[src/rtl/acu_sequencer.sv]
// acu_sequencer: program sequencer feeding the accumulator ALU.
// Fetches 24-bit words from a synchronous ROM (one cycle read latency),
// issues opcode/immediate pairs to the ALU, resolves JMP/JZ/JNZ and stops on HALT.
// A small settle counter holds conditional branches in DECODE until the
// ALU zero flag reflects the most recently issued op.
module acu_sequencer #(
  parameter int AW         = 8,
  parameter int START_ADDR = 0,
  parameter int ZERO_LAT   = 1
) (
  input  logic          clk,
  input  logic          rst,
  input  logic          start,
  output logic [AW-1:0] instr_addr,
  input  logic [23:0]   instr_rdata,
  output logic [7:0]    op,
  output logic [15:0]   data_in,
  output logic          op_valid,
  input  logic          zero,
  output logic          busy,
  output logic          halted,
  output logic [15:0]   issue_cnt
);

  // Opcodes the sequencer consumes itself; everything else goes to the ALU.
  localparam logic [7:0] OPC_NOP  = 8'h00;
  localparam logic [7:0] OPC_JMP  = 8'hF0;
  localparam logic [7:0] OPC_JZ   = 8'hF1;
  localparam logic [7:0] OPC_JNZ  = 8'hF2;
  localparam logic [7:0] OPC_HALT = 8'hFF;

  localparam logic [AW-1:0] START_PC    = AW'(START_ADDR);
  localparam logic [2:0]    SETTLE_INIT = 3'(ZERO_LAT);

  typedef enum logic [1:0] {
    S_IDLE,
    S_FETCH,
    S_DECODE,
    S_HALT
  } state_t;

  state_t        state_reg,    state_next;
  logic [AW-1:0] pc_reg,       pc_next;
  logic [7:0]    op_reg,       op_next;
  logic [15:0]   data_reg,     data_next;
  logic          op_valid_reg, op_valid_next;
  logic [15:0]   issue_cnt_reg, issue_cnt_next;
  logic [2:0]    settle_reg,   settle_next;

  // Fields of the word currently presented by the ROM (valid in DECODE).
  logic [7:0]    opcode;
  logic [15:0]   imm;
  logic [AW-1:0] target;
  logic [AW-1:0] pc_inc;
  logic          branch_taken;

  assign opcode = instr_rdata[23:16];
  assign imm    = instr_rdata[15:0];
  assign target = imm[AW-1:0];
  assign pc_inc = pc_reg + AW'(1);

  // JZ jumps on zero=1, JNZ on zero=0; only meaningful when a branch is evaluated.
  assign branch_taken = (opcode == OPC_JZ) ? zero : ~zero;

  // State and datapath registers; async reset returns every output to idle values.
  always_ff @(posedge clk or posedge rst) begin
    if (rst) begin
      state_reg     <= S_IDLE;
      pc_reg        <= START_PC;
      op_reg        <= 8'h00;
      data_reg      <= 16'h0000;
      op_valid_reg  <= 1'b0;
      issue_cnt_reg <= 16'h0000;
      settle_reg    <= 3'd0;
    end else begin
      state_reg     <= state_next;
      pc_reg        <= pc_next;
      op_reg        <= op_next;
      data_reg      <= data_next;
      op_valid_reg  <= op_valid_next;
      issue_cnt_reg <= issue_cnt_next;
      settle_reg    <= settle_next;
    end
  end

  // Next-state and next-output decode for the fetch/decode/halt sequencer.
  always_comb begin
    state_next     = state_reg;
    pc_next        = pc_reg;
    op_next        = 8'h00;          // op reads as NOP whenever nothing is issued
    data_next      = data_reg;       // operand holds its last issued value
    op_valid_next  = 1'b0;
    issue_cnt_next = issue_cnt_reg;
    // Settle counter drains one per cycle; an issue below reloads it.
    settle_next    = (settle_reg != 3'd0) ? settle_reg - 3'd1 : settle_reg;

    case (state_reg)
      S_IDLE: begin
        if (start) begin
          pc_next    = START_PC;
          state_next = S_FETCH;
        end
      end

      S_FETCH: begin
        // ROM samples instr_addr on this edge; its word is valid in DECODE.
        state_next = S_DECODE;
      end

      S_DECODE: begin
        case (opcode)
          OPC_NOP: begin
            pc_next    = pc_inc;
            state_next = S_FETCH;
          end
          OPC_JMP: begin
            pc_next    = target;
            state_next = S_FETCH;
          end
          OPC_JZ, OPC_JNZ: begin
            // Hold in DECODE (PC unchanged, ROM re-presents the word) until
            // the zero flag reflects the last issued op.
            if (settle_reg == 3'd0) begin
              pc_next    = branch_taken ? target : pc_inc;
              state_next = S_FETCH;
            end
          end
          OPC_HALT: begin
            state_next = S_HALT;
          end
          default: begin
            op_next        = opcode;
            data_next      = imm;
            op_valid_next  = 1'b1;
            issue_cnt_next = issue_cnt_reg + 16'd1;
            settle_next    = SETTLE_INIT;
            pc_next        = pc_inc;
            state_next     = S_FETCH;
          end
        endcase
      end

      S_HALT: begin
        // Restart leaves the settle counter running so a pending flag is honoured.
        if (start) begin
          pc_next    = START_PC;
          state_next = S_FETCH;
        end
      end

      default: begin
        state_next = S_IDLE;
      end
    endcase
  end

  assign instr_addr = pc_reg;
  assign op         = op_reg;
  assign data_in    = data_reg;
  assign op_valid   = op_valid_reg;
  assign issue_cnt  = issue_cnt_reg;
  assign busy       = (state_reg == S_FETCH) || (state_reg == S_DECODE);
  assign halted     = (state_reg == S_HALT);

endmodule

[config.mk]
export PLATFORM = sky130hd
export DESIGN_NAME = acu_sequencer
export DESIGN_NICKNAME = d
export VERILOG_FILES = /design/src/rtl/acu_sequencer.sv
export SDC_FILE = /design/constraint.sdc
export NUM_CORES = 1
export LEC_CHECK = 0
export CELL_PAD_IN_SITES_DETAIL_PLACEMENT = 1
export CELL_PAD_IN_SITES_GLOBAL_PLACEMENT = 1
export CORE_ASPECT_RATIO = 1.1
export CORE_MARGIN = 4
export CORE_UTILIZATION = 39
export CTS_BUF_LIST = sky130_fd_sc_hd__clkbuf_8 sky130_fd_sc_hd__clkbuf_16
export DETAILED_ROUTE_END_ITERATION = 7
export DONT_BUFFER_PORTS = 1
export HOLD_SLACK_MARGIN = 0.06
export PLACE_DENSITY = 0.75
export SYNTH_ARGS = -nofsm -noshare
export SYNTH_HDL_FRONTEND = slang
export SYNTH_SLANG_ARGS = --single-unit
[constraint.sdc]
create_clock -name clk -period 2.15 [get_ports clk]
set_input_delay 0.3225 -clock clk [delete_from_list [all_inputs] [get_ports clk]]
set_output_delay 0.3225 -clock clk [all_outputs]
set_load 0.05 [all_outputs]
==> summary.txt <==
GRT
  • Antenna violations before repair: 0
  • Largest net degree at the start of global routing: 33
  • Gr usage total: 14.7%
  • Grt ovf: 0
  • Global-route wire length before repair: 9400 um
  • Vias in the first global route: 1903

Clocking
  • TritonCTS clock tree: yes
  • H-tree Lvls: 2
  • Clock root buffer: clkbuf_8
  • Clock latency on the worst-skew pair: 300 ps
  • Clock Pin Slew Worst Setup and Hold Paths: roughly 100 ps
  • CTS buffer count: 5
  • Max clock buf depth: 2
  • Num Clock Sinks: 54

STA
  • Fin Setup TNS: 0 ps
  • Crit path time final: between 1500 and 2000 ps
  • Final Hold Vio Count: 0
  • F_max: about 540 MHz
  • Worst Tran Pin Value: 605 ps
  • Final worst path period share: 86.6%
  • Final setup violation count: 0
  • Worst Clk Skew: slightly below 10 ps
  • Worst slew margin: 59.6%
  • Unrepaired setup endpoints after global routing: no
  • Final Max Slew Viols: 0
  • Final hold slack: 138 ps

Final layout
  • Layout area overhead: 15.2%
  • Number of diodes: 0
  • Fillers: 700
  • Final nets: 281
  • Share of cells above drive strength 1: 24.3%

Detailed routing
  • Via count: 1754
  • Total Routed Length: 5790 um
  • DRT iter0 DRCs: 23
  • Drt pass-1 iters: 4
  • WL/cell: 17.7 um
  • Via density: 5.36
  • Drt drc: 0
  • DRT antenna net count: 0

Synthesis
  • Top FF cell, synth: dfrtp_1
  • Synth area leader: dfrtp_1
  • Post-synthesis average cell area: 11.8 um^2
  • Synthesis-stage register bit count: 54
  • Seq/Total Area, Yosys: 52.7%
  • YS warnings: 0
  • Synth area leaders: dfrtp_1 (53%), mux2_4 (8.8%), xnor2_1 (4.8%)
  • Cells after Synth: 218
  • Ys async rst share: 100%
  • Syn Nets: 253
  • Post-synth EDFFs: 0
  • Top-area cell type share of the netlist area: between 50% and 60%
  • Post-synthesis cell area: approximately 2600 um^2
  • Synth cell types: 38

Critical path
  • Data required, critical path: around 2300 ps
  • WS Path Type: register to register
  • R2R cell count: 7
  • Setup slack, reg-to-reg: 290 ps
  • CP max FO: 11
  • Crit path DAT: approximately 2000 ps
  • Nature of the critical path endpoint: register
  • Reg2Reg Capture Point: instr_addr[0]$_DFFE_PP0P_
  • Largest stage delay on the critical path: 410 ps
  • Cell chain of the critical path: inv_1 > ha_1 > nor2_1 > a31oi_1 > o221ai_2 > o21ai_0 > o31ai_1
  • Crit path max-delay cell type: dfrtp_1
  • Startpoint types: register
  • R2R Path Start: state_reg[0]$_DFFE_PP0P_
  • Critical path origin: state_reg[0]$_DFFE_PP0P_

Hold path
  • Hold EP: op[5]$_DFF_PP0_
  • Hold Path Cell Cnt: 1
  • Min-delay src: instr_rdata[21]
  • HP Class: input pin to register

Placement
  • Hpwl dp: 4300 um
  • GPL Wtd Cong: 0.759
  • Port bufs: 0

Floorplan
  • Row count: 30
  • DIE AREA: 7940 um^2
  • Core area: 6270 um^2
  • Chip Height: 93.0 um
  • Die width: 85.3 um
  • Initial core utilization: 40.9%
  • # IOs: 79

Power
  • Leak: 0.00137 uW
  • Power per standard cell area: about 1600 nW/um^2
  • Worst VDD drop: 0.939 mV
  • Total Power: about 4700 uW

Status
  • Status: finished, final reports clean

Job
  • Max-cap viol count: 0
[where the power goes]
part	internal (uW)	switching [uW]
combinational	753	1050
sequential	1320	917
clock	343	329
total	2420	2300
[timing repair]
action | 4_1_cts | 5_1_grt
hold endpoints to repair | 27 | 0
hold buffers | 1 | 0
resized for setup | 1 | 0
buffers inserted | 0 | 0
setup endpoints to repair | 1 | 0
[Yosys cell counts, types with 2 or more instances]
library cell   n
nor3b_1        2
xnor2_1       14
nand2_1       11
and3_1         8
o31ai_1        2
nor2_1        12
nor3_1         9
buf_6          3
o21ai_0        5
a21oi_1       11
and2_1         8
dfrtp_1       54
ha_1           7
nand4_1        8
nand3_1        8
xor2_1         4
inv_1         10
mux2_4        15
o22ai_1        3
mux2i_1        2
and4_1         2
mux2_2         3
nand2b_1       2
[worst max-delay path: cells and delay by family (launching register included)]
kind	cells	cell delay [ps]
buf+inv	1	60
flops	1	410
fa+ha+maj	1	320
simple gates	1	50
compound gates	4	920
[cells in the final DEF, fill, tap and decap left out, types with 2 or more instances in the layout]
cell / Yosys / routed
dfrtp_1: 54 / 54
buf_4: 1 / 25
mux2_4: 15 / 15
xnor2_1: 14 / 14
nor2_1: 12 / 12
a21oi_1: 11 / 11
nand2_1: 11 / 11
nor3_1: 9 / 9
inv_1: 10 / 9
and3_1: 8 / 8
nand3_1: 8 / 8
and2_1: 8 / 8
nand4_1: 8 / 8
ha_1: 7 / 7
o21ai_0: 5 / 5
clkbuf_8: 0 / 5
xor2_1: 4 / 4
mux2_2: 3 / 3
o22ai_1: 3 / 3
and4_1: 2 / 2
nand2b_1: 2 / 2
mux2i_1: 2 / 2
o31ai_1: 2 / 2
nor3b_1: 2 / 2
clkinv_2: 0 / 2
buf_12: 0 / 2
[kinds of logic (layout without fill, tap and decap cells)]
logic type                 after synthesis  count (layout)  synth area share, %
AOI/OAI and AO/OA                       29              29                 7.03
xor gates and xnor gates                18              18                 6.15
adders and majority gates                7               7                 3.42
buffers and inverters                   17              46                 4.00
DFF                                     54              54                 52.7
muxes                                   20              20                 10.9
and+or+nand+nor                         73              73                 15.8
[per-layer routing]
layer / GRT usage [%] / vias to the layer above / share of wire [%]
li1: - / 815 / -
met1: 17.2 / 875 / 41
met2: 24.7 / 58 / 47
met3: 5.90 / 6 / 10
met4: 4.62 / 0 / 1.3
met5: 0 / - / 0
[final cells by class]
class,count,area (um^2),area share (%)
Sequential cell,54,1350,45.8
Multi-Input combinational cell,147,1120,37.8
Timing Repair Buffer,28,238,8.05
Tap cell,80,100,3.39
Clock buffer,5,68.8,2.33
Clock inverter,3,40.0,1.36
Inverter,10,37.5,1.27
[worst max path at each step]
| stage | endpoint | slack (ps) |
|---|---|---|
| floorplan | instr_addr[0]$_DFFE_PP0P_ | 170 |
| global placement | instr_addr[0]$_DFFE_PP0P_ | 160 |
| detailed placement | instr_addr[0]$_DFFE_PP0P_ | 2 |
| CTS | instr_addr[0]$_DFFE_PP0P_ | 270 |
| global route | instr_addr[0]$_DFFE_PP0P_ | 160 |
| finish | instr_addr[0]$_DFFE_PP0P_ | 290 |
[stage by stage]
stage | instances | area, um^2 | util [%] | setup WS [ps]
after floorplan | 218 | 2560 | - | 168
after global placement | 318 | 2830 | 45.1 | 163
after global routing | 327 | 2950 | 47.1 | 164
after detailed placement | 318 | 2830 | 45.1 | 2.46
after CTS | 327 | 2950 | 47.1 | 271
final | 327 | 2950 | 47.1 | 288
(Power assumes the default switching activity.)
